File: src/rtl/conv_buf_pkg.sv
// Shared definitions for the convolution sample buffer and its window reader.
// Holds default geometry, the stride legality check and the tap-pair type.
package conv_buf_pkg;

    localparam int DEFAULT_DATA_WIDTH   = 8;
    localparam int DEFAULT_BUFFER_SIZE  = 4;
    localparam int DEFAULT_BUFFER_WIDTH = 2;

    function automatic bit stride_legal(input int stride);
        return (stride == 1) || (stride == 2);
    endfunction

    typedef struct packed {
        logic [DEFAULT_DATA_WIDTH-1:0] tap0;
        logic [DEFAULT_DATA_WIDTH-1:0] tap1;
    } tap_pair_t;

endpackage

File: src/rtl/conv_window_reader_wrap_ptr.sv
// Modulo-2^WIDTH pointer with a variable step; wraps naturally on overflow.
module wrap_ptr #(
    parameter int WIDTH = 2
) (
    input  logic             clk,
    input  logic             aclr,
    input  logic             clr,
    input  logic             en,
    input  logic [WIDTH-1:0] step,
    output logic [WIDTH-1:0] ptr
);

    always_ff @(posedge clk or posedge aclr) begin
        if (aclr) begin
            ptr <= '0;
        end else if (clr) begin
            ptr <= '0;
        end else if (en) begin
            ptr <= ptr + step;
        end
    end

endmodule

File: src/rtl/conv_window_reader.sv
// Write/read controller for the 2-read-port sample buffer; emits adjacent
// sample pairs (x[n], x[n+1]) to the MAC stage with valid/ready.
module conv_window_reader
    import conv_buf_pkg::*;
#(
    parameter int DATA_WIDTH   = DEFAULT_DATA_WIDTH,
    parameter int BUFFER_SIZE  = DEFAULT_BUFFER_SIZE,
    parameter int BUFFER_WIDTH = DEFAULT_BUFFER_WIDTH,
    parameter int STRIDE       = 1
) (
    input  logic                    clk,
    input  logic                    aclr,
    input  logic                    flush,
    input  logic                    in_valid,
    output logic                    in_ready,
    input  logic [DATA_WIDTH-1:0]   in_data,
    output logic                    buf_we,
    output logic [BUFFER_WIDTH-1:0] buf_waddr,
    output logic [DATA_WIDTH-1:0]   buf_wdata,
    output logic [BUFFER_WIDTH-1:0] buf_raddr1,
    output logic [BUFFER_WIDTH-1:0] buf_raddr2,
    input  logic [DATA_WIDTH-1:0]   buf_rdata1,
    input  logic [DATA_WIDTH-1:0]   buf_rdata2,
    output logic                    out_valid,
    input  logic                    out_ready,
    output logic [DATA_WIDTH-1:0]   out_tap0,
    output logic [DATA_WIDTH-1:0]   out_tap1,
    output logic [15:0]             pair_count
);

    if (!stride_legal(STRIDE)) begin : g_bad_stride
        $error("conv_window_reader: STRIDE must be 1 or 2");
    end

    localparam logic [BUFFER_WIDTH:0]   FULL_COUNT = (BUFFER_WIDTH+1)'(BUFFER_SIZE);
    localparam logic [BUFFER_WIDTH:0]   POP_COUNT  = (BUFFER_WIDTH+1)'(STRIDE);
    localparam logic [BUFFER_WIDTH:0]   ONE_COUNT  = (BUFFER_WIDTH+1)'(1);
    localparam logic [BUFFER_WIDTH:0]   PAIR_MIN   = (BUFFER_WIDTH+1)'(2);
    localparam logic [BUFFER_WIDTH-1:0] WR_STEP    = BUFFER_WIDTH'(1);
    localparam logic [BUFFER_WIDTH-1:0] RD_STEP    = BUFFER_WIDTH'(STRIDE);

    logic [BUFFER_WIDTH:0]   count_reg, count_next;
    logic [15:0]             pair_count_reg;
    logic [BUFFER_WIDTH-1:0] wr_ptr, rd_ptr;
    logic                    push, pop;
    tap_pair_t               taps;

    // Handshake flags come only from the registered occupancy, so neither
    // ready nor valid combinationally depends on the other side.
    assign in_ready  = ~aclr & (count_reg < FULL_COUNT);
    assign out_valid = ~aclr & (count_reg >= PAIR_MIN);
    assign push      = in_valid & in_ready;
    assign pop       = out_valid & out_ready;

    always_comb begin
        count_next = count_reg;
        if (push) begin
            count_next = count_next + ONE_COUNT;
        end
        if (pop) begin
            count_next = count_next - POP_COUNT;
        end
    end

    always_ff @(posedge clk or posedge aclr) begin
        if (aclr) begin
            count_reg      <= '0;
            pair_count_reg <= '0;
        end else if (flush) begin
            count_reg      <= '0;
            pair_count_reg <= '0;
        end else begin
            count_reg <= count_next;
            if (pop && (pair_count_reg != 16'hFFFF)) begin
                pair_count_reg <= pair_count_reg + 16'd1;
            end
        end
    end

    wrap_ptr #(.WIDTH(BUFFER_WIDTH)) u_wr_ptr (
        .clk  (clk),
        .aclr (aclr),
        .clr  (flush),
        .en   (push),
        .step (WR_STEP),
        .ptr  (wr_ptr)
    );

    wrap_ptr #(.WIDTH(BUFFER_WIDTH)) u_rd_ptr (
        .clk  (clk),
        .aclr (aclr),
        .clr  (flush),
        .en   (pop),
        .step (RD_STEP),
        .ptr  (rd_ptr)
    );

    assign buf_we     = push;
    assign buf_waddr  = wr_ptr;
    assign buf_wdata  = in_data;
    assign buf_raddr1 = rd_ptr;
    assign buf_raddr2 = rd_ptr + WR_STEP;

    assign taps.tap0  = buf_rdata1;
    assign taps.tap1  = buf_rdata2;
    assign out_tap0   = taps.tap0;
    assign out_tap1   = taps.tap1;
    assign pair_count = pair_count_reg;

endmodule

File: config.mk
export PLATFORM = sky130hd
export DESIGN_NAME = conv_window_reader
export DESIGN_NICKNAME = d
export VERILOG_FILES = /design/src/rtl/conv_buf_pkg.sv /design/src/rtl/conv_window_reader_wrap_ptr.sv /design/src/rtl/conv_window_reader.sv
export SDC_FILE = /design/constraint.sdc
export NUM_CORES = 1
export LEC_CHECK = 0
export ABC_AREA = 0
export ABC_CLOCK_PERIOD_IN_PS = 5400
export CORE_MARGIN = 3
export CORE_UTILIZATION = 40
export DETAILED_ROUTE_END_ITERATION = 8
export GPL_TIMING_DRIVEN = 0
export PLACE_DENSITY = 0.82
export SLEW_MARGIN = 20
export SYNTH_ARGS = -nofsm -noshare
export SYNTH_HDL_FRONTEND = slang
export SYNTH_SLANG_ARGS = --single-unit
File: constraint.sdc
create_clock -name clk -period 5.4 [get_ports clk]
set_clock_uncertainty 0.15 [all_clocks]
set_input_delay 0.81 -clock clk [delete_from_list [all_inputs] [get_ports clk]]
set_output_delay 0.81 -clock clk [all_outputs]
set_load 0.01 [all_outputs]
# After elaboration in Yosys (flattened, before gate mapping)
# Cells that the tools add are included.
# totals
word_cells	30
out_inout_bits	49
reg_bits	23
input_bits	29
mem_bits_rw	0
romBits	0
latch_bits	0
memories	0
# op_classes
shifts	0
n_mux	9
n_bitwise	5
div_mod_pow	0
eq_ne	1
n_reduce_logical	4
addsub	5
mul	0
order_cmp	2
# op_table
cell	count
$mux W16	2
$add A16 B1 Y16 const B	1
$ne A16 B16 Y1 const B	1
$mux W3	3
$mux W2	4
$reduce_bool A2 Y1	3
$add A2 B1 Y2 const B	2
$and A1 B1 Y1	4
$add A3 B1 Y3 const B	1
$ge A3 B2 Y1 const B	1
$lt A3 B3 Y1 const B	1
$sub A3 B1 Y3 const B	1
$logic_and A1 B1 Y1	1
$not A1 Y1	1

# Logic depth before layout (Yosys ltp)
# Gate-level depths: netlist of run 1.
# depth
word_depth	7
mapped_depth	6
mapped_depth_nobuf	6

# Hierarchy
# From an unflattened synthesis of run 1, not the netlist that was laid out.
# hier_totals
cells_unflattened	169
hier_area_um2	1541.5
# by_module_without_submodules
module	cells_each	n_inst	seq_area_each_um2	area_per_inst_um2
conv_window_reader	147	1	475.5	1316.3
wrap_ptr	11	2	50.0	112.6

# Worst setup path after synthesis of run 1
# Ideal clock, no wire load.
# synth_path
kind	input-to-reg
start	input port aclr
end	register count_reg[1]
path_buffers	0
arrival_time_ps	2079
setup_ps	94
slack_ps	3077
stages	5
required_ps	5156
cell_sequence	nor3b_2 > mux2i_1 > ha_1 > and3_1 > a211oi_1
# synth_between
elab_chain_len	7
word_cells_on_any_way	9
classes_between	add/sub: 1; mux: 3; bitwise: 5
# synth_rtl
item	line	rtl
start, declared	conv_window_reader.sv:12	input logic aclr,
$not A1 Y1 *	conv_window_reader.sv:50, conv_window_reader.sv:51	
$and A1 B1 Y1	conv_window_reader.sv:50	assign in_ready = ~aclr & (count_reg < FULL_COUNT);
$and A1 B1 Y1	conv_window_reader.sv:52	assign push = in_valid & in_ready;
$mux W3	conv_window_reader.sv:57	if (push) begin
$sub A3 B1 Y3	conv_window_reader.sv:61	count_next = count_next - POP_COUNT;
$mux W3 *	conv_window_reader.sv:60	if (pop) begin
$mux W3 *	conv_window_reader.sv:69	end else if (flush) begin
end signal, assigned	conv_window_reader.sv:73	count_reg <= count_next;
end, declared	conv_window_reader.sv:42	logic [BUFFER_WIDTH:0] count_reg, count_next;
# Every way passes the cells marked *; elsewhere a longest branch is shown, timed or not.
# A chain may end at the register's enable or synchronous reset.

# Worst setup path in the final report of run 1
# layout_path
start	input port aclr
end	output port out_valid
# layout_between
elab_chain_len	2
# layout_rtl
item	line	rtl
$not A1 Y1	conv_window_reader.sv:51	assign out_valid = ~aclr & (count_reg >= PAIR_MIN);
$and A1 B1 Y1	conv_window_reader.sv:51	
end, declared	conv_window_reader.sv:24	output logic out_valid,
# No other way between the ends.

==> run_results.csv, run 1 <==
group,metric,value,unit
worst_hold_path,hold_path_depth,2,
logic_synthesis,ys_seq_elements,23,
floorplan,start_util,42.5,%
setup_path,regToRegEndpoint,"pair_count[7]",
power_and_ir_drop,p_per_area,170,nW/µm²
logic_synthesis,ys_types,37,
worst_hold_path,min_path_type,"flip-flop to flip-flop",
timing,fmax,295,MHz
setup_path,endpoint_kind,"output port",
timing,relSlewSlack,41.8,%
timing,finalCritPeriodShare,62.8,%
logic_synthesis,synth_top_area_share,39.3,%
finish,diodes,0,
timing,setup-tns-final,0,ns
grt,overflow,0,
finish,regArea,576,µm²
setup_path,worstSetupPathType,"input port to output port",
logic_synthesis,syn_nets,186,
timing,setup_viol,0,
setup_path,r2r_start,"pair_count[0]",
setup_path,ff2ff_path_depth,5,
finish,nets,243,
clocking,cts_hold_buf,0,
setup_path,cp.arrival,2.43,ns
drt,wl_per_cell,12.4,µm
timing,hold_viol,0,
clocking,cts_resized,0,
clocking,root_buffer,"clkbuf_8",
logic_synthesis,synth_common_cells,"buf_4, dfrtp_1, nor2_1",
clocking,clk_latency,0.26,ns
drt,first_pass_iters,4,
grt,antenna_found_initial,0,
floorplan,pin_count,78,
logic_synthesis,yosys_warnings,0,
timing,rsz0062_at_grt,"false",
power_and_ir_drop,leakagePower,0.877,nW
placed_design,place.gp.congestion,0.829,
grt,grt_pass1_vias,1163,
drt,drc_errors,0,
timing,slew_viol_final,0,
floorplan,dieHeight,66.5,µm
finish,drive_gt1_share,18.6,%
timing,worst_slew_pin_slew,0.872,ns
run,maxCapViolCount,0,
clocking,cts_sinks,23,
finish,syn2layout_area_growth,42.6,%
clocking,cts_tree,"yes",
logic_synthesis,synth_area,1460,µm²
setup_path,cp.required,4.44,ns
drt,dr.first_iter.drc_count,38,
finish,num-fill-cells,300,
logic_synthesis,yosysTopAreaCell,"dfrtp_1",
logic_synthesis,ys_seq_area_share,39.3,%
timing,fin_crit,3.39,ns
grt,grt_max_degree,25,
drt,vias_per_cell,4.86,
floorplan,rows,21,
floorplan,fp.dieArea,4420,µm²
logic_synthesis,ys.flop_type,"dfrtp_1",
finish,multi_input_area,661,µm²
drt,routed_wl,3170,µm
setup_path,start_kind,"input port",
logic_synthesis,syn_inst,154,
grt,grt_pass1_wl,5200,µm
clocking,clkTransAtPathRegs,0.08,ns
placed_design,port-buffer-count,52,
finish,final_util,60.6,%
grt,track_usage,15.1,%
worst_hold_path,holdPathEnd,"u_wr_ptr.ptr[1]",
drt,vias,1245,
logic_synthesis,synthTopCellsByArea,"dfrtp_1, buf_4, xor2_1, xnor2_1, a31oi_1",
setup_path,timing.reg2reg.setup_slack,3.34,ns
floorplan,core-area,3440,µm²
setup_path,worstPathMaxFanout,10,
floorplan,die_x,66.5,µm
clocking,cts_made_buffers,3,
logic_synthesis,synthMostInstantiatedCell,"buf_4",
worst_hold_path,hp-start,"u_wr_ptr.ptr[1]",
clocking,clockBufferDepth,2,
finish,largest_reg_flops,16,
placed_design,hpwlAfterDp,2480,µm
drt,detail-route-antenna-nets,0,
logic_synthesis,synth_edf_count,0,
outcome,outcome,"finished clean",
logic_synthesis,postSynthAreaPerCell,9.51,µm²
clocking,htreeDepth,1,
power_and_ir_drop,ir_worst_vdd,0.191,mV
clocking,postCtsSetupRepairBufs,0,
logic_synthesis,ys_async_sr_fraction,100,%
logic make-up (layout without fill, tap and decap cells):
logic type      after synthesis  count (layout)  synth area share [%]
flops                        23              23                  39.3
compound gates               24              24                  10.4
simple gates                 51              51                  21.5
buf+inv                      36              92                  15.6
fa+ha+maj                     3               3                  2.56
mux                           4               4                  2.91
xor+xnor                     13              13                  7.78
through the flow:
stage | setup slack (ns) | total power, W | hold WS (ns) | cell area (µm²) | instances
finish | 2.01 | 0.000354 | 0.393 | 2090 | 256
global route | 1.94 | 0.000372 | 0.433 | 2090 | 256
CTS | 2.02 | 0.000359 | 0.398 | 2090 | 256
detailed placement | 2.02 | 0.000254 | 0.375 | 2040 | 252
global placement | 2.03 | 0.000252 | 0.371 | 2040 | 252
floorplan | 3.08 | 0.000221 | 0.417 | 1460 | 154
placed cells by master, fill, tap and decap left out, types with 4 or more instances in the layout:
master	n
clkdlybuf4s50_1	52
buf_4	24
dfrtp_1	23
nor2_1	9
nand3_1	7
nand2_1	7
a31oi_1	7
xor2_1	7
inv_1	6
xnor2_1	6
a21oi_1	6
clkbuf_1	5
o21ai_0	4
or3_1	4
nand4_1	4
where the power goes:
part,switching [W],internal [W],leakage (nW),total (W)
sequential,0.00000273,0.000175,0.320,0.000178
clock,0.0000522,0.0000526,0.0228,0.000105
combinational,0.0000292,0.0000421,0.535,0.0000714
routing by layer:
metal	global-route usage (%)	wire length (µm)	up-vias
met5	0	0	-
met4	2.28	14	0
met3	4.38	203	2
met2	24.7	1560	39
met1	20.0	1390	572
li1	-	-	632
worst max-delay path, stage by stage:
cell	delay, ns
clkdlybuf4s50_1	0.47
o21ba_2	0.35
buf_2	0.23
clkdlybuf4s50_1	0.56
worst max path at each step:
stage	start	end	slack (ns)	cells past startpoint
final	aclr	out_valid	2.01	4
after global routing	aclr	out_valid	1.94	4
after CTS	aclr	out_valid	2.02	4
after detailed placement	aclr	out_valid	2.02	4
after global placement	aclr	out_valid	2.03	4
after floorplan	aclr	count_reg[1]	3.08	5
cell type report:
class | count | area share [%]
multi-input cells | 95 | 31.7
repair buffers | 52 | 24.9
clock buffers | 4 | 2.16
plain buffers | 30 | 9.83
well taps | 46 | 2.76
inverters | 6 | 1.08
flip-flops and latches | 23 | 27.6
Note: power is estimated with default switching activity, not from simulation.
==> inputs of run 2 (changes only) <==
Settings changed: ABC_CLOCK_PERIOD_IN_PS 5400 to 3260, CORE_UTILIZATION 40 to 39, PLACE_DENSITY 0.82 to 0.8.
Clock period 5.4 ns to 3.26 ns, I/O delays scaled along.
==> run_results.csv, run 2 (synthesis results as in run 1) <==
group,metric,value,unit
outcome,outcome,"finished clean",
setup_path,cp.arrival,2.12,ns
grt,grt_max_degree,25,
clocking,root_buffer,"clkbuf_8",
floorplan,fp.dieArea,4520,µm²
clocking,clockBufferDepth,2,
clocking,htreeDepth,1,
grt,overflow,0,
floorplan,rows,21,
finish,final_cell_mix,"clkdlybuf4s50_1, buf_4, dfrtp_1",
floorplan,dieHeight,67.3,µm
floorplan,core-area,3470,µm²
grt,use_met3,2.33,%
run,maxCapViolCount,0,
clocking,cts_resized,0,
grt,track_usage,14.4,%
setup_path,cp.required,2.62,ns
finish,syn2layout_area_growth,42.6,%
grt,grt_pass1_vias,1158,
timing,finalCritPeriodShare,84.5,%
clocking,postCtsSetupRepairBufs,0,
timing,hold_viol,0,
timing,relSlewSlack,38.6,%
floorplan,pin_count,78,
grt,grt_pass1_wl,5090,µm
power_and_ir_drop,ir_worst_vdd,0.165,mV
clocking,clkTransAtPathRegs,0.09,ns
finish,nets,243,
placed_design,port-buffer-count,52,
grt,gr-max-usage-layer,"met2",
power_and_ir_drop,total_power,0.000593,W
worst_hold_path,min_path_type,"flip-flop to flip-flop",
clocking,cts_hold_buf,0,
timing,fin_crit,2.76,ns
setup_path,endpoint_kind,"output port",
clocking,cts_sinks,23,
finish,drive_gt1_share,18.6,%
finish,layout_commonest_cell,"clkdlybuf4s50_1",
power_and_ir_drop,p_per_area,284,nW/µm²
clocking,cts_tree,"yes",
placed_design,post-place-ws,0.524,ns
drt,vias_per_cell,5.07,
grt,grt_use_met2,24.7,%
timing,rsz0062_at_grt,"false",
timing,slew_viol_final,0,
setup_path,worstSetupPathType,"input port to output port",
setup_path,worstPathMaxFanout,10,
finish,largest_reg_flops,16,
placed_design,place.gp.congestion,0.755,
floorplan,start_util,42.2,%
drt,detail-route-antenna-nets,0,
drt,drc_errors,0,
drt,vias,1297,
timing,setup_viol,0,
finish,design_area,2090,µm²
timing,fmax,363,MHz
timing,worst_slew_pin_slew,0.920,ns
finish,final_util,60.2,%
setup_path,start_kind,"input port",
drt,routed_wl,3370,µm
clocking,clk_latency,0.26,ns
placed_design,hpwlAfterDp,2500,µm
power_and_ir_drop,leakagePower,0.877,nW
drt,dr.first_iter.drc_count,30,
timing,setup-tns-final,0,ns
finish,diodes,0,
clocking,cts_made_buffers,3,
placed_design,placed_area,2040,µm²
drt,wl_per_cell,13.2,µm
timing,fin_ws,0.505,ns
grt,antenna_found_initial,0,
drt,first_pass_iters,5,
grt,grtUsageMet1,19.1,%
floorplan,die_x,67.3,µm
-- run 2: cell counts in the layout (fill, tap and decap cells not counted) --
No cell type changed its count.
-- run 2: path summary, 6_finish.rpt --
| kind | from | end | slack, ns | cells after the start |
|---|---|---|---|---|
| worst max-delay path | aclr | out_valid | 0.50 | 4 |
| worst max register to register | pair_count[0] | pair_count[0] | 1.16 | 5 |
| min in group asynchronous | aclr | pair_count[15] | 0.68 | 2 |
| max in group asynchronous | aclr | pair_count[6] | 1.72 | 2 |
| worst min-delay path | u_wr_ptr.ptr[1] | u_wr_ptr.ptr[1] | 0.40 | 2 |
| worst min register to register | u_wr_ptr.ptr[1] | u_wr_ptr.ptr[1] | 0.40 | 2 |
-- run 2: power by group --
| part | switching, W | internal [W] |
|---|---|---|
| sequential | 0.00000445 | 0.000290 |
| combinational | 0.0000491 | 0.0000698 |
| clock | 0.0000924 | 0.0000872 |
-- run 2: through the flow --
step	hold WS, ns	instances
after detailed placement	0.387	252
after global placement	0.372	252
final	0.402	256
after floorplan	0.349	154
after global routing	0.437	256
after CTS	0.410	256
-- run 2: cell type report --
type	instances	area, µm²
fillers	331	1380
well taps	46	57.6
clock buffers	4	45.0
plain buffers	30	205
inverters	6	22.5
flip-flops and latches	23	576
multi-input cells	95	661
repair buffers	52	520
-- run 2: layer usage --
metal / share of wire, % / up-vias
met2: 50 / 47
met3: 5.7 / 4
met4: 0.68 / 0
li1: - / 627
met1: 44 / 619
met5: 0 / -
-- run 2: worst max-delay path: stages --
cell and delay, ns:
clkdlybuf4s50_1 0.47, o21ba_2 0.34, buf_2 0.24, clkdlybuf4s50_1 0.58
==> inputs of run 3 (changes only) <==
Settings changed: ABC_CLOCK_PERIOD_IN_PS 3260 to 2520, CORE_UTILIZATION 39 to 35, PLACE_DENSITY 0.8 to 0.76.
Clock period 3.26 ns to 2.52 ns, I/O delays scaled along.
==> run_results.csv, run 3 (synthesis results as in run 1) <==
group,metric,value,unit
finish,diodes,0,
finish,num-fill-cells,365,
finish,final_util,54.5,%
timing,setup-tns-final,0,ns
drt,routed_wl,3430,µm
setup_path,endpoint_kind,"output port",
floorplan,rows,22,
power_and_ir_drop,leakagePower,0.880,nW
setup_path,ff2ff_path_depth,5,
finish,syn2layout_area_growth,43.4,%
drt,wl_per_cell,13.3,µm
drt,vias,1280,
clocking,cts_tree,"yes",
grt,overflow,0,
clocking,htreeDepth,1,
clocking,cts_sinks,23,
floorplan,die_x,70.7,µm
finish,drive_gt1_share,19.0,%
setup_path,worstPathMaxFanout,10,
setup_path,start_kind,"input port",
clocking,cts_made_buffers,3,
clocking,root_buffer,"clkbuf_8",
timing,fin_ws,0.0734,ns
floorplan,core-area,3850,µm²
setup_path,cp.arrival,1.92,ns
timing,relSlewSlack,39.7,%
floorplan,start_util,38.0,%
drt,detail-route-antenna-nets,0,
clocking,clk_latency,0.26,ns
finish,design_area,2100,µm²
timing,hold_viol,0,
setup_path,regToRegEndpoint,"pair_count[7]",
grt,grt_pass1_vias,1267,
clocking,cts_hold_buf,0,
floorplan,dieHeight,70.7,µm
worst_hold_path,hp-start,"flush",
floorplan,fp.dieArea,4990,µm²
placed_design,place.gp.congestion,0.815,
timing,fmax,409,MHz
drt,dr.first_iter.drc_count,66,
setup_path,timing.reg2reg.setup_slack,0.40,ns
clocking,clockBufferDepth,2,
clocking,clkTransAtPathRegs,0.08,ns
setup_path,worstSetupPathType,"input port to output port",
worst_hold_path,hold_path_depth,3,
timing,fin_crit,2.45,ns
timing,finalCritPeriodShare,97.1,%
placed_design,port-buffer-count,52,
power_and_ir_drop,total_power,0.000764,W
floorplan,pin_count,78,
finish,final_cell_mix,"clkdlybuf4s50_1, buf_4, dfrtp_1",
finish,nets,243,
grt,track_usage,14.0,%
finish,largest_reg_flops,16,
power_and_ir_drop,ir_worst_vdd,0.245,mV
worst_hold_path,min_path_type,"input port to flip-flop",
grt,antenna_found_initial,0,
timing,rsz0062_at_grt,"false",
outcome,outcome,"finished clean",
drt,drc_errors,0,
finish,layout_commonest_cell,"clkdlybuf4s50_1",
timing,setup_viol,0,
run,maxCapViolCount,0,
placed_design,placed_area,2040,µm²
worst_hold_path,holdPathEnd,"pair_count[0]",
grt,grt_max_degree,25,
timing,worst_slew_pin_slew,0.903,ns
grt,grt_pass1_wl,5870,µm
placed_design,hpwlAfterDp,2600,µm
drt,first_pass_iters,4,
drt,vias_per_cell,4.96,
power_and_ir_drop,p_per_area,364,nW/µm²
timing,slew_viol_final,0,
setup_path,cp.required,1.99,ns
placed_design,post-place-ws,0.00320,ns
setup_path,r2r_start,"pair_count[0]",
==> run 3: cell types whose count changed in the layout (fill, tap and decap cells not counted), sizes merged <==
cell,previous run,this run
buf,26,25
clkinv,0,1
==> run 3: worst max-delay path by stage <==
stage                     cells after the start       endpoint     startpoint
final                                         4      out_valid           aclr
after detailed placement                      4      out_valid           aclr
after floorplan                               5  pair_count[7]  pair_count[0]
after CTS                                     4      out_valid           aclr
after global placement                        4      out_valid           aclr
after global routing                          4      out_valid           aclr
==> run 3: per-layer routing <==
metal,vias to the layer above,track usage [%],wire (µm)
li1,628,-,-
met1,599,19.3,1490
met2,49,23.0,1670
met3,4,2.98,248
met4,0,2.51,23
met5,-,0,0
==> run 3: stage by stage <==
step	std cells	hold WS, ns
floorplan	154	0.238
global placement	254	0.373
detailed placement	254	0.408
CTS	258	0.391
global route	258	0.427
finish	258	0.399
==> run 3: final cells by class <==
cell class | instances | area [µm²] | area share, %
Inverter | 6 | 22.5 | 1.07
Sequential cell | 23 | 576 | 27.4
Tap cell | 48 | 60.1 | 2.86
Buffer | 30 | 208 | 9.89
Clock buffer | 3 | 41.3 | 1.97
Multi-Input combinational cell | 95 | 667 | 31.8
Timing Repair Buffer | 52 | 520 | 24.8
Clock inverter | 1 | 5.00 | 0.238
==> run 3: what timing repair did <==
item | CTS | global route
endpoints found under the setup margin | 0 | 1
setup buffers | 0 | 0
gates resized for setup | 0 | 2
endpoints found under the hold margin | 0 | 0
==> run 3: worst max-delay path, cell delays in order <==
cell and delay, ns:
clkdlybuf4s50_1 0.47, o21ba_4 0.30, clkbuf_4 0.21, clkdlybuf4s50_1 0.56
==> run 3: power breakdown <==
part	switching, W	leakage [nW]	internal, W
combinational	0.0000642	0.535	0.0000920
sequential	0.00000616	0.320	0.000375
clock	0.000116	0.0255	0.000110
==> patch 1: new RTL, settings of run 1 <==
Change the package constant `DEFAULT_DATA_WIDTH` from 8 to 10.
--- a/src/rtl/conv_buf_pkg.sv
+++ b/src/rtl/conv_buf_pkg.sv
@@ -3,5 +3,5 @@
 package conv_buf_pkg;
 
-    localparam int DEFAULT_DATA_WIDTH   = 8;
+    localparam int DEFAULT_DATA_WIDTH   = 10;
     localparam int DEFAULT_BUFFER_SIZE  = 4;
     localparam int DEFAULT_BUFFER_WIDTH = 2;
Ports: changed (6 resized); port bits go from 78 to 90. The function was not compared with the original's and may differ.
==> patch 1 against run 1 <==
Worst setup slack got worse by 16 ps. Final area up 5.0%. Die area increased by 2.8%. Total power rose by 3.1%. Sequential cell count unchanged. Non-clock buffer count is 12 higher. Register-to-register slack worse by 60 ps. Sequential power hardly changed. Area after synthesis increased by 3.1%. Combinational power grew 13%. Wire length is 9.8% higher. Via count is 7.0% higher. Fmax fell by 0.48%. Largest power group unchanged. Global-route usage up 0.22 points.
==> patch 1: results (changes against run 1) <==
- Status: finished clean
- Clock transition at path regs: 80 ps (about the same)
- Internal power: 0.276 mW (+2.4%)
- Hold_buf cts: 0 (unchanged)
- Reg-to-reg startpoint: pair_count[0]
- Data arrival, critical path: 2450 ps (+20 ps)
- Post-CTS Setup Inserts: 0 (unchanged)
- Port Buffer Count: 58 (+12%)
- Worst Hold Launch: u_wr_ptr.ptr[1]
- Slowest stage cell on the critical path: clkdlybuf4s50_1
- Worst slew margin: 0.415 (-0.00315)
- Initial antenna violation count: 0 (unchanged)
- DR WL/cell: 13.0 µm (+4.8%)
- Sum Neg Setup Slack: 0 ps (unchanged)
- VDD IR max: 0.110 mV (-42%)
- Worst r2r dst: pair_count[12]
- Worst-Skew Late Latency: 260 ps (about the same)
- Final #Nets: 261 (+7.4%)
- Largest net degree at the start of global routing: 25 (unchanged)
- Synth async-reset ratio: 1.00 (unchanged)
- Area after DPL: 2150 µm² (+5.1%)
- Synthesized net count: 198 (+6.5%)
- Finish-stage setup viols: 0 (unchanged)
- CTS H-Tree Depth: 1 (unchanged)
- Dpl hpwl: 2740 µm (+10%)
- RD Place Congestion: 0.796 (-4.0%)
- Max reg flops: 16 (unchanged)
- Global-route wire length before repair: 5460 µm (+4.9%)
- Via-per-instance ratio: 4.97 (+2.2%)
- Seq/Total Area, Yosys: 0.381 (-0.0117)
- Num CTS Buffers: 3 (unchanged)
- Dominant cells by area after synthesis: dfrtp_1 (38%), buf_4 (15%), xor2_1 (4.1%), xnor2_1 (3.5%), a31oi_1 (2.9%)
- R2R Setup Slk: 3280 ps (-60 ps)
- Total track usage: 0.153 (+0.00218)
- Top_reg_cell synth: dfrtp_1
- Layout cells sized above 1: 0.203 (+0.0170)
- Ys Warns: 0 (unchanged)
- Filler cells: 316 (+5.3%)
- Hold WC Path Type: flop to flop
- Synth top cells by count: buf_4 (30), dfrtp_1 (23), nor2_1 (9)
- N_diodes: 0 (unchanged)
- Clk buf depth: 2 (unchanged)
- FF-to-FF path depth: 6 (+1)
- P_leak: 0.929 nW (+6.0%)
- Clock Tree Root: clkbuf_8
- Max-cap violations: 0 (unchanged)
- Post-CTS sizing: 0 (unchanged)
- Max stage delay on crit path: 580 ps (+20 ps)
- Initial DRC count: 36 (-5.3%)
- Non-Filler Instances: 268 (+4.7%)
- Cells after Synth: 160 (+3.9%)
- Vias in the first global route: 1,296 (+11%)
- Drt pass-1 iters: 4 (unchanged)
- Worst Path Max Fanout: 10 (unchanged)
- Critical Path End: out_valid
- Synth cell types: 37 (unchanged)
- Critical path origin: aclr
[patch 1: cell types whose count changed after synthesis]
cell	before	now
buf_4	24	30
[patch 1: area by class of cell]
cell class                 count  area [µm²]  area share
timing repair buffer          58         581       0.265
buffer                        36         250       0.114
inverter                       6        22.5      0.0103
tap                           46        57.6      0.0263
multi-input combinational     95         661       0.301
sequential                    23         576       0.263
clock buffer                   4        45.0      0.0205
[patch 1: critical path: cells and delay by family]
family | cells | cell delay [ps]
buffers and inverters | 3 | 1290
AO/OA/AOI/OAI | 1 | 340
[patch 1: power by group through the flow]
stage	Sequential, mW	Clock (mW)	Combinational [mW]
final	0.178	0.106	0.0806
after global routing	0.178	0.115	0.0877
after CTS	0.178	0.109	0.0821
after detailed placement	0.181	0	0.0818
after global placement	0.181	0	0.0802
after floorplan	0.182	0	0.0444
[patch 1: cell families (layout without fill, tap and decap cells)]
kind of cell | count (synthesis) | after routing | share of synthesized area
mux | 4 | 4 | 0.0282
buf+inv | 42 | 104 | 0.181
simple gates | 51 | 51 | 0.208
compound gates | 24 | 24 | 0.101
flops | 23 | 23 | 0.381
fa+ha+maj | 3 | 3 | 0.0249
xor+xnor | 13 | 13 | 0.0755
[patch 1: through the flow]
step	hold slack, ps	power (mW)	worst slack, ps
2_1_floorplan	417	0.226	3080
3_3_place_gp	372	0.261	2010
3_5_place_dp	383	0.263	2010
4_1_cts	404	0.369	2000
5_1_grt	446	0.381	1950
6_report	398	0.365	1990
[patch 1: layer usage]
metal	wire length [µm]	up-vias	track usage
li1	-	654	-
met1	1470	618	0.193
met2	1730	58	0.272
met3	255	2	0.0366
met4	12	0	0.0152
met5	0	-	0
[patch 1: worst min-delay path by stage]
stage                      end  slack, ps  cells after the start
2_1_floorplan  u_wr_ptr.ptr[1]        420                      2
3_3_place_gp   u_wr_ptr.ptr[1]        370                      2
3_5_place_dp   u_wr_ptr.ptr[1]        380                      2
4_1_cts        u_wr_ptr.ptr[1]        400                      2
5_1_grt        u_wr_ptr.ptr[1]        450                      2
6_report       u_wr_ptr.ptr[1]        400                      2
==> patch 2: new RTL, config.mk and constraints of run 1 <==
Without the edit above. Register the output `pair_count` once more, cleared by the reset; this adds one clock of latency there. The other outputs are not delayed to match.
--- a/src/rtl/conv_window_reader.sv
+++ b/src/rtl/conv_window_reader.sv
@@ -106,5 +106,11 @@
     assign out_tap0   = taps.tap0;
     assign out_tap1   = taps.tap1;
-    assign pair_count = pair_count_reg;
+    always_ff @(posedge clk or posedge aclr) begin
+        if (aclr) begin
+            pair_count <= '0;
+        end else begin
+            pair_count <= pair_count_reg;
+        end
+    end
 
 endmodule
Function: changed (a bounded check fails within 4 cycles, from zero or initial values).
==> patch 2 against run 1 <==
Core utilization shrank 2.0 points. Synthesized cell count rose by 16%. Area after synthesis increased by 28%. Non-clock buffer count up 4. Wire length increased by 23%. Critical path depth decreased by 1. Critical path type unchanged. Worst setup slack better by 22 ps. Largest cell class is now sequential cells. Highest routed layer unchanged. Critical endpoint is now buf_we. Total power rose by 76%. Cell count up 14%. Fmax up 0.67%. Final area increased by 25%. Sequential cell count rose by 16.
==> patch 2: results (changes against run 1) <==
- Non-clock buffer count: 86 (+4.9%)
- WL met1: 1690 µm (+22%)
- Worst Path Max Fanout: 6 (-4)
- FF-to-FF path depth: 6 (+1)
- Clock-cell share: 0.0452 (+0.0236)
- Synth Area in XOR/XNOR: 0.0702 (-0.00754)
- Status: finished clean
- Max reg flops: 32 (+16)
- Complex-gate fraction of the synthesized area: 0.0709 (-0.0334)
- Wire length on met2: 1890 µm (+21%)
- Met3 WL: 246 µm (+21%)
- Max stage delay on crit path: 630 ps (+70 ps)
- Min-Delay Endpoint: pair_count[8]
- #MultiIn Comb: 102 (+7.4%)
- Filler cells: 386 (+29%)
- Total track usage: 0.155 (+0.00483)
- P_leak: 1.09 nW (+25%)
- Vias: 1,515 (+22%)
- Final non-clock buffer share: 0.293 (-0.0551)
- Multiplexer share of the synthesized area: 0.0114 (-0.0177)
- Worst r2r dst: pair_count_reg[14]
- Area after DPL: 2490 µm² (+22%)
- CTS Sinks: 39 (+70%)
- Worst-Skew Late Latency: 290 ps (+30 ps)
- DR WL/cell: 13.3 µm (+7.4%)
- CTS H-Tree Depth: 2 (+1)
- Global-route wire length before repair: 6620 µm (+27%)
- Layout cells sized above 1: 0.174 (-0.0114)
- Seq/Total Area, Yosys: 0.522 (+0.129)
- Reg-to-reg startpoint: pair_count_reg[0]
- R2R Setup Slk: 3040 ps (-300 ps)
- PD cells: 240 nW/µm² (+41%)
- VDD IR max: 0.101 mV (-47%)
- Largest net degree at the start of global routing: 34 (+36%)
- Tightest Pin Transition: 481 ps (-391 ps)
- Initial DRC count: 83 (+120%)
- Die area: 5530 µm² (+25%)
- Dominant cells by area after synthesis: dfrtp_1 (52%), buf_4 (9.6%), xnor2_1 (5.2%), nor2_1 (2.4%), nand3_1 (2.1%)
- Data arrival, critical path: 2410 ps (-20 ps)
- RD Place Congestion: 0.872 (+5.1%)
- Synthesized net count: 211 (+13%)
- Hold depth: 0 (-2)
- Port Buffer Count: 53 (+1.9%)
- Num CTS Buffers: 5 (+2)
- Adder-Cell Fraction of Synth Area: 0.0201 (-0.00557)
- Critical Path End: buf_we
[patch 2: power breakdown]
part | internal, mW | switching, mW | total (mW)
registers | 0.295 | 0.00305 | 0.298
logic | 0.0443 | 0.0334 | 0.0777
clock network | 0.149 | 0.0991 | 0.248
total | 0.489 | 0.136 | 0.624
[patch 2: worst register-to-register path, stage by stage (launching register included)]
cell and delay, ps:
dfrtp_1 440, ha_1 230, nand3_1 190, or4_1 530
buf_2 170, or4_1 410, a31oi_1 160
[patch 2: metrics by stage]
step / std cells / worst slack [ps] / hold slack [ps]
2_1_floorplan: 179 / 2990 / 251
3_3_place_gp: 284 / 2060 / 282
3_5_place_dp: 285 / 2030 / 288
4_1_cts: 293 / 2020 / 306
5_1_grt: 293 / 1950 / 315
6_report: 293 / 2030 / 299
[patch 2: routing by layer]
layer / vias up / global-route usage
li1: 719 / -
met4: 0 / 0.0692
met2: 69 / 0.254
met3: 6 / 0.0486
met5: - / 0
met1: 721 / 0.188
